$ cat src/rtl/cdb_writeback_ctrl.sv
// CDB arbiter and register-file writeback/rename sequencer; ARB_FIXED_PRIO_EN selects fixed priority over round-robin.
// Grant one cycle after req is seen, register pulses one cycle later (one broadcast per 3 cycles); renames stall via issue_ready.
module cdb_writeback_ctrl #(
  parameter int NUM_REQ  = 3,
  parameter int NUM_REGS = 3,
  localparam int REG_IDX_W = (NUM_REGS > 1) ? $clog2(NUM_REGS) : 1
) (
  input  logic                  clk,
  input  logic                  rst,
  input  logic [NUM_REQ-1:0]    req,
  input  logic [NUM_REQ*9-1:0]  req_tag,
  input  logic [NUM_REQ*9-1:0]  req_data,
  output logic [NUM_REQ-1:0]    grant,
  input  logic                  issue_valid,
  input  logic [REG_IDX_W-1:0]  issue_reg,
  input  logic [8:0]            issue_tag,
  output logic                  issue_ready,
  input  logic [NUM_REGS*9-1:0] reg_label,
  output logic                  cdb_valid,
  output logic [8:0]            cdb_tag,
  output logic [8:0]            cdb_data,
  output logic [NUM_REGS-1:0]   data_ctrl,
  output logic [NUM_REGS-1:0]   label_ctrl,
  output logic [8:0]            reg_data_in,
  output logic [NUM_REGS*9-1:0] reg_label_in
);

  localparam int REQ_IDX_W = (NUM_REQ > 1) ? $clog2(NUM_REQ) : 1;
  localparam logic [8:0] NO_TAG = 9'h1FF;

  typedef enum logic [1:0] {IDLE, REN, BCAST, WB} stateT;

  stateT                 state;
  logic                  lastWasRen;
  logic                  renameDeferred;
  logic                  issueInRange;
  logic [REQ_IDX_W-1:0]  winner;
  logic [NUM_REQ-1:0]    winnerOneHot;
  logic [NUM_REGS-1:0]   tagMatch;

  // A rename right after a rename yields to any pending broadcast so the CDB cannot starve.
  assign renameDeferred = lastWasRen && (|req);
  assign issue_ready    = (state == IDLE) && !renameDeferred;
  assign issueInRange   = ({1'b0, issue_reg} < (REG_IDX_W+1)'(NUM_REGS));
  assign winnerOneHot   = NUM_REQ'(1) << winner;

`ifdef ARB_FIXED_PRIO_EN
  always_comb begin
    winner = '0;
    for (int k = NUM_REQ - 1; k >= 0; k--) begin
      if (req[k]) winner = REQ_IDX_W'(k);
    end
  end
`else
  logic [REQ_IDX_W-1:0] rrPtr;
  logic [REQ_IDX_W:0]   cand;
  logic                 found;

  always_comb begin
    winner = rrPtr;
    found  = 1'b0;
    cand   = '0;
    for (int k = 0; k < NUM_REQ; k++) begin
      cand = {1'b0, rrPtr} + (REQ_IDX_W+1)'(k);
      if (cand >= (REQ_IDX_W+1)'(NUM_REQ)) cand = cand - (REQ_IDX_W+1)'(NUM_REQ);
      if (!found && req[cand[REQ_IDX_W-1:0]]) begin
        winner = cand[REQ_IDX_W-1:0];
        found  = 1'b1;
      end
    end
  end
`endif

  // The reserved tag marks "no pending producer" and must never match.
  always_comb begin
    tagMatch = '0;
    for (int j = 0; j < NUM_REGS; j++) begin
      tagMatch[j] = (cdb_tag != NO_TAG) && (reg_label[9*j +: 9] == cdb_tag);
    end
  end

  always_ff @(posedge clk or posedge rst) begin
    if (rst) begin
      state        <= IDLE;
      lastWasRen   <= 1'b0;
      grant        <= '0;
      cdb_valid    <= 1'b0;
      cdb_tag      <= '0;
      cdb_data     <= '0;
      data_ctrl    <= '0;
      label_ctrl   <= '0;
      reg_data_in  <= '0;
      reg_label_in <= {NUM_REGS{NO_TAG}};
`ifndef ARB_FIXED_PRIO_EN
      rrPtr        <= '0;
`endif
    end else begin
      case (state)
        IDLE: begin
          if (issue_valid && issue_ready) begin
            state      <= REN;
            lastWasRen <= 1'b1;
            if (issueInRange) begin
              label_ctrl[issue_reg]          <= 1'b1;
              reg_label_in[9*issue_reg +: 9] <= issue_tag;
            end
          end else if (|req) begin
            state      <= BCAST;
            lastWasRen <= 1'b0;
            grant      <= winnerOneHot;
            cdb_valid  <= 1'b1;
            cdb_tag    <= req_tag[9*winner +: 9];
            cdb_data   <= req_data[9*winner +: 9];
`ifndef ARB_FIXED_PRIO_EN
            rrPtr      <= (winner == REQ_IDX_W'(NUM_REQ - 1)) ? '0 : winner + 1'b1;
`endif
          end
        end
        REN: begin
          state        <= IDLE;
          label_ctrl   <= '0;
          reg_label_in <= {NUM_REGS{NO_TAG}};
        end
        BCAST: begin
          state      <= WB;
          grant      <= '0;
          cdb_valid  <= 1'b0;
          data_ctrl  <= tagMatch;
          label_ctrl <= tagMatch;
          if (|tagMatch) reg_data_in <= cdb_data;
        end
        WB: begin
          state        <= IDLE;
          data_ctrl    <= '0;
          label_ctrl   <= '0;
          reg_label_in <= {NUM_REGS{NO_TAG}};
        end
        default: state <= IDLE;
      endcase
    end
  end

endmodule

$ cat config.mk
export PLATFORM = sky130hd
export DESIGN_NAME = cdb_writeback_ctrl
export DESIGN_NICKNAME = d
export VERILOG_FILES = /design/src/rtl/cdb_writeback_ctrl.sv
export SDC_FILE = /design/constraint.sdc
export NUM_CORES = 1
export LEC_CHECK = 0
export ABC_AREA = 1
export BUFFER_PORTS_ARGS = -buffer_cell sky130_fd_sc_hd__buf_4
export CORE_ASPECT_RATIO = 0.9
export CORE_MARGIN = 5
export CORE_UTILIZATION = 45
export DETAILED_ROUTE_END_ITERATION = 10
export PLACE_DENSITY = 0.81
export SKIP_CTS_REPAIR_TIMING = 1
export SLEW_MARGIN = 20
export SYNTH_ARGS = -nofsm -noshare
export SYNTH_HDL_FRONTEND = slang
export SYNTH_SLANG_ARGS = --single-unit
$ cat constraint.sdc
create_clock -name clk -period 3.9 [get_ports clk]
set_clock_uncertainty 0.05 [all_clocks]
set_input_delay 0.195 -clock clk [delete_from_list [all_inputs] [get_ports clk]]
set_output_delay 0.195 -clock clk [all_outputs]
set_load 0.05 [all_outputs]
# [Word-level counts from Yosys, hierarchy flattened]
# Cells that the tools add are included.
[classes] bitwise_logic=2 muxes=36 addsub=7 mul=2 n_shift=5 n_eq_ne=13 n_reduce_logical=26 magnitude_cmp=9
[op_table] cell="27-bit two-way mux" n=2
[op_table] cell="27-bit one-hot mux with 2 select lines" n=1
[op_table] cell="27-bit by 7-bit indexed part select with 9-bit output" n=2
[op_table] cell="6-bit negation with 34-bit output" n=1
[op_table] cell="9-bit by 34-bit variable shift with 27-bit output (first input constant)" n=1
[op_table] cell="9-bit by 34-bit indexed part select with 27-bit output" n=1
[op_table] cell="27-bit bitwise mux" n=1
[op_table] cell="9-bit == test" n=3
[op_table] cell="2-bit two-way mux" n=9
[op_table] cell="2-bit by 3-bit < comparator with 1-bit output (second input constant)" n=4
[op_table] cell="4-bit by 2-bit multiplier with 6-bit output (first input constant)" n=2
[op_table] cell="3-bit two-way mux" n=4
[op_table] cell="3-bit one-hot mux with 2 select lines" n=2
[op_table] cell="1-bit two-way mux" n=10
[op_table] cell="1-bit logical AND" n=9
[op_table] cell="9-bit inequality test (second input constant)" n=1
[op_table] cell="3-bit one-hot mux with 3 select lines" n=1
[op_table] cell="3-bit AND reduction" n=3
[op_table] cell="2-bit nonzero test" n=4
[op_table] cell="1-bit binary-select mux with 2-bit select" n=3
[op_table] cell="2-bit == test (second input constant)" n=3
[op_table] cell="3-bit by 2-bit >= comparator with 1-bit output (second input constant)" n=2
[op_table] cell="2-bit inequality test (second input constant)" n=3
[op_table] cell="2-bit one-hot mux with 3 select lines" n=1
[op_table] cell="20 further kinds" n=27
[word_totals] reg_bits=69 out_inout_bits=65 input_bits=98 word_cells=111

# [Longest topological paths before layout]
[logic_depth] word_depth=15 depth_mapped=17 ltp_nobuf=16

# [Worst setup path after synthesis]
# No wires, ideal clock.
[synth_timing] path_kind="register -> register" start="register cdb_tag[2]" end="register reg_data_in[0]" t_required_ns=3.783 setup_time_ns=0.067 path_buffers=2 slack_ns=1.858 period_less_slack_ns=2.042 stages_incl_launch_ff=11 t_arrival_ns=1.925 path_cell_list="dfrtp_1 clkbuf_1 xnor2_1 o21ai_0 nand3b_1 or2_1 and2_1 buf_6 nand2_8 nand2_2 nand2_1"
[synth_via] elab_chain_cells=4 word_cells_on_any_way=9 classes_between="eq/ne: 4; reduce/logical: 5"
[synth_lines] element="start: declaration" line_no="20" text="output logic [8:0] cdb_tag,"
[synth_lines] element="start signal: assignment" line_no="112" text="cdb_tag <= req_tag[9*winner +: 9];"
[synth_lines] element="9-bit inequality test or 9-bit == test (tied branches)" line_no="78" text="tagMatch[j] = (cdb_tag != NO_TAG) && (reg_label[9*j +: 9] == cdb_tag);"
[synth_lines] element="1-bit logical AND" line_no="78"
[synth_lines] element="3-bit OR reduction (*)" line_no="130" text="if (|tagMatch) reg_data_in <= cdb_data;"
[synth_lines] element="2-bit AND reduction (no line) (*)"
[synth_lines] element="end signal: assignment" line_no="130"
[synth_lines] element="end: declaration" line_no="24" text="output logic [8:0] reg_data_in,"
# Mark *: on every way between the ends. The rest lies on a longest branch, timed or not.
# A chain may end at the register's enable or synchronous reset.

# [Final worst setup path]
[layout_timing] start="register rrPtr[0]" end="register cdb_data[1]"
[layout_via] elab_chain_cells=13 word_cells_on_any_way=28 classes_between="add/sub: 5; mul: 1; order compare: 3; shift: 1; mux: 14; reduce/logical: 4"
[layout_lines] element="start: declaration" line_no="55" text="logic [REQ_IDX_W-1:0] rrPtr;"
[layout_lines] element="start signal: assignment" line_no="115" text="rrPtr <= (winner == REQ_IDX_W'(NUM_REQ - 1)) ? '0 : winner + 1'b1;"
[layout_lines] element="parallel branches: the longest is 10 deep, another holds 2-bit by 1-bit adder with 3-bit output"
[layout_lines] element="2-bit two-way mux (*)" line_no="66" text="if (!found && req[cand[REQ_IDX_W-1:0]]) begin"
[layout_lines] element="4-bit by 2-bit multiplier with 6-bit output (*)" line_no="113" text="cdb_data <= req_data[9*winner +: 9];"
[layout_lines] element="27-bit by 7-bit indexed part select with 9-bit output (*)" line_no="113"
[layout_lines] element="end signal: assignment" line_no="113"
[layout_lines] element="end: declaration" line_no="21" text="output logic [8:0] cdb_data,"
# Mark *: on every way between the ends. The select of a mux whose other input is x is not followed.

==> results_dict.tcl <==
set metrics [dict create \
    min-delay-path-class "input pin to register" \
    critPathMaxStageDelay_ns 0.59 \
    fmax_mhz 340 \
    grt_max_degree 40 \
    avgSynthCellArea_sq_um 7.59 \
    r2r_start "rrPtr[0]$_DFFE_PP0P_" \
    synth_area_sq_um 4400 \
    slew_headroom_pct 51.8 \
    drt_first_iter_violations 328 \
    clk_latency_ns 0.34 \
    min_from "issue_valid" \
    yosys_warnings 0 \
    final_cells 861 \
    async_flop_share_pct 100 \
    syn_nets 685 \
    final-hold-violation-count 0 \
    cts.htree.levels 3 \
    synthCells 580 \
    min_to "state[0]$_DFFE_PP0P_" \
    hold_slack_ns 0.0552 \
    antenna_found_initial 0 \
    tightestPinTransition_ns 0.720 \
    drive_gt1_share_pct 33.5 \
    ys_seq_area_share_pct 40.0 \
    gp_congestion 0.902 \
    cts_sinks 69 \
    leakage_uw 0.00314 \
    wl_per_cell_um 15.0 \
    synth.distinct_cells 43 \
    p_total_uw 5830 \
    endpoint_kind "register" \
    dpl.hpwl_um 10100 \
    cpMostUsedCell "nand2_1" \
    synth_edf_count 0 \
    vias 4438 \
    ant_nets 0 \
    placed_cells 844 \
    min_path_cells 3 \
    min_period_ns 2.94 \
    finalSetupViolCount 0 \
    std_cell_rows 34 \
    r2r-end "cdb_data[1]$_DFFE_PP0P_" \
    synth_flop_cell "dfrtp_1" \
    die_h_um 104 \
    slowest_stage "nor2_2" \
    wl_um 13000 \
    layout.nets 835 \
    ff2ff_setup_slack_ns 0.96 \
    vdd_drop_max_mv 0.538 \
    design.core.area_sq_um 9610 \
    die_width_um 114 \
    initial_utilization_pct 45.8 \
    vias_per_cell 5.15 \
    start_kind "register" \
    path_clk_slew_ns 0.07 \
    first_global_vias 4322 \
    antennaDiodeCount 0 \
    drv_cap 0 \
    grt_overflow 0 \
    crit_chain "inv_1, ha_1, inv_2, nand2_1, nand3_1, nand2_1, nand2_1, inv_1, nand3_1, nand2_1, nor2_2, nand2_1, nand2_1, nand2_1, nand2_1" \
    grt_pass1_wl_um 21300 \
    syn2layout_area_growth_pct 33.2 \
    worstPathArrival_ns 3.18 \
    period_share_pct 75.4 \
    critPathRequiredTime_ns 4.14 \
    rsz0062_at_grt "no" \
    grt_use_total_pct 22.1 \
    worstSetupPathType "register to register" \
    cts_root_buf "clkbuf_8" \
    cts_tree "yes" \
    portBuffers 162 \
    reg2regPathDepth 15 \
    final_common_cell "nand2_1" \
    firstDrtPassIters 5 \
    final_cell_mix "174 x nand2_1, 164 x buf_4, 67 x nand3_1" \
    clockBufferDepth 2 \
    cts_inserted_buffers 9 \
    cp_max_fo 20 \
    ys_seq_elements 69 \
    status "complete, no violations" \
    drc 0 \
    io_pins 163 \
    die-area_sq_um 11900 \
    fill_cells 877 \
    p_per_area_nw_per_um2 994 \
    maxSlewViolCount 0 \
    fin_setup_tns_ns 0 \
]
## final cells by class
| type | count | area, sq um | share of cell area, % |
|---|---|---|---|
| Clock buffer | 13 | 201 | 3.43 |
| Inverter | 70 | 268 | 4.56 |
| Multi-Input combinational cell | 415 | 2190 | 37.4 |
| Sequential cell | 69 | 1760 | 30.0 |
| Tap cell | 126 | 158 | 2.69 |
| Clock inverter | 3 | 45.0 | 0.768 |
| Timing Repair Buffer | 165 | 1240 | 21.2 |
## cell families (layout without fill, tap and decap cells)
| family | after synthesis | in the layout | share of synthesized area, % |
|---|---|---|---|
| compound gates | 79 | 79 | 11.9 |
| buf+inv | 96 | 251 | 10.3 |
| simple gates | 316 | 316 | 33.3 |
| fa+ha+maj | 7 | 7 | 1.99 |
| flops | 69 | 69 | 40.0 |
| xor+xnor | 13 | 13 | 2.59 |
## report_power, final
| part | internal, uW | switching (uW) |
|---|---|---|
| Clock | 409 | 269 |
| Combinational | 1120 | 2600 |
| Sequential | 1130 | 308 |
| Total | 2660 | 3180 |
## critical path: cells and delay by family (launching register included)
family,cells,cell delay (ns)
flip-flops,1,0.42
adder cells (fa/ha/maj),1,0.38
buffers and inverters,3,0.25
AND/OR/NAND/NOR,11,1.78
## state kept, by name, summed over array words and instances (netlist names)
| name | flops |
|---|---|
| rrPtr | 2 |
| lastWasRen | 1 |
| grant | 3 |
| data_ctrl | 3 |
| cdb_data | 9 |
| reg_label_in | 27 |
| cdb_tag | 9 |
| state | 2 |
| label_ctrl | 3 |
| cdb_valid | 1 |
| reg_data_in | 9 |
## worst max-delay path by stage
stage / from / endpoint / slack, ns / cells after the start
after floorplan: cdb_tag[2]$_DFFE_PP0P_ / reg_data_in[0]$_DFFE_PP0P_ / 1.86 / 10
after global placement: rrPtr[0]$_DFFE_PP0P_ / cdb_data[8]$_DFFE_PP0P_ / 1.19 / 13
after detailed placement: rrPtr[0]$_DFFE_PP0P_ / cdb_data[1]$_DFFE_PP0P_ / 1.06 / 15
after CTS: rrPtr[0]$_DFFE_PP0P_ / cdb_data[1]$_DFFE_PP0P_ / 1.04 / 15
after global routing: rrPtr[0]$_DFFE_PP0P_ / cdb_tag[1]$_DFFE_PP0P_ / 0.66 / 13
final: rrPtr[0]$_DFFE_PP0P_ / cdb_data[1]$_DFFE_PP0P_ / 0.96 / 15
## routing by layer
metal	vias to the layer above	GRT usage [%]	share of wire [%]
met4	0	7.46	2.0
met3	29	6.17	9.2
met2	219	35.2	47
li1	2185	-	-
met5	-	0	0
met1	2005	28.8	41
## cells in the mapped netlist (2+ instances only)
cell type | n | share of area, %
o21ai_0 | 25 | 2.8
buf_4 | 4 | 0.68
o211ai_1 | 14 | 2.4
a21oi_1 | 3 | 0.34
dfstp_2 | 27 | 16
nor2_2 | 2 | 0.28
a21oi_4 | 3 | 1.1
buf_2 | 8 | 0.91
dfrtp_1 | 42 | 24
or2_1 | 2 | 0.28
inv_1 | 61 | 5.2
o21a_1 | 15 | 2.6
o22ai_1 | 4 | 0.57
inv_2 | 7 | 0.60
o21ai_1 | 8 | 0.91
a31oi_1 | 4 | 0.57
or2_0 | 3 | 0.43
ha_1 | 7 | 2.0
nor2_4 | 2 | 0.51
nand3b_1 | 3 | 0.51
xnor2_1 | 5 | 0.99
clkbuf_1 | 5 | 0.43
nand2_4 | 4 | 1.0
nand3_2 | 2 | 0.45
xor2_1 | 8 | 1.6
nand4_1 | 13 | 1.8
nor3_1 | 4 | 0.45
buf_6 | 8 | 2.0
nand2_2 | 12 | 1.7
nand2_1 | 174 | 15
nand3_1 | 67 | 7.6
nor2_1 | 23 | 2.0
## through the flow
step                worst slack (ns)  cell area [sq um]  utilization, %
finish                         0.957               5870            61.0
floorplan                       1.86               4400               -
detailed placement              1.06               5610            58.3
CTS                             1.04               5860            60.9
global route                   0.657               5870            61.0
global placement                1.19               5610            58.3
No activity file was read; power rests on OpenSTA's default activity.
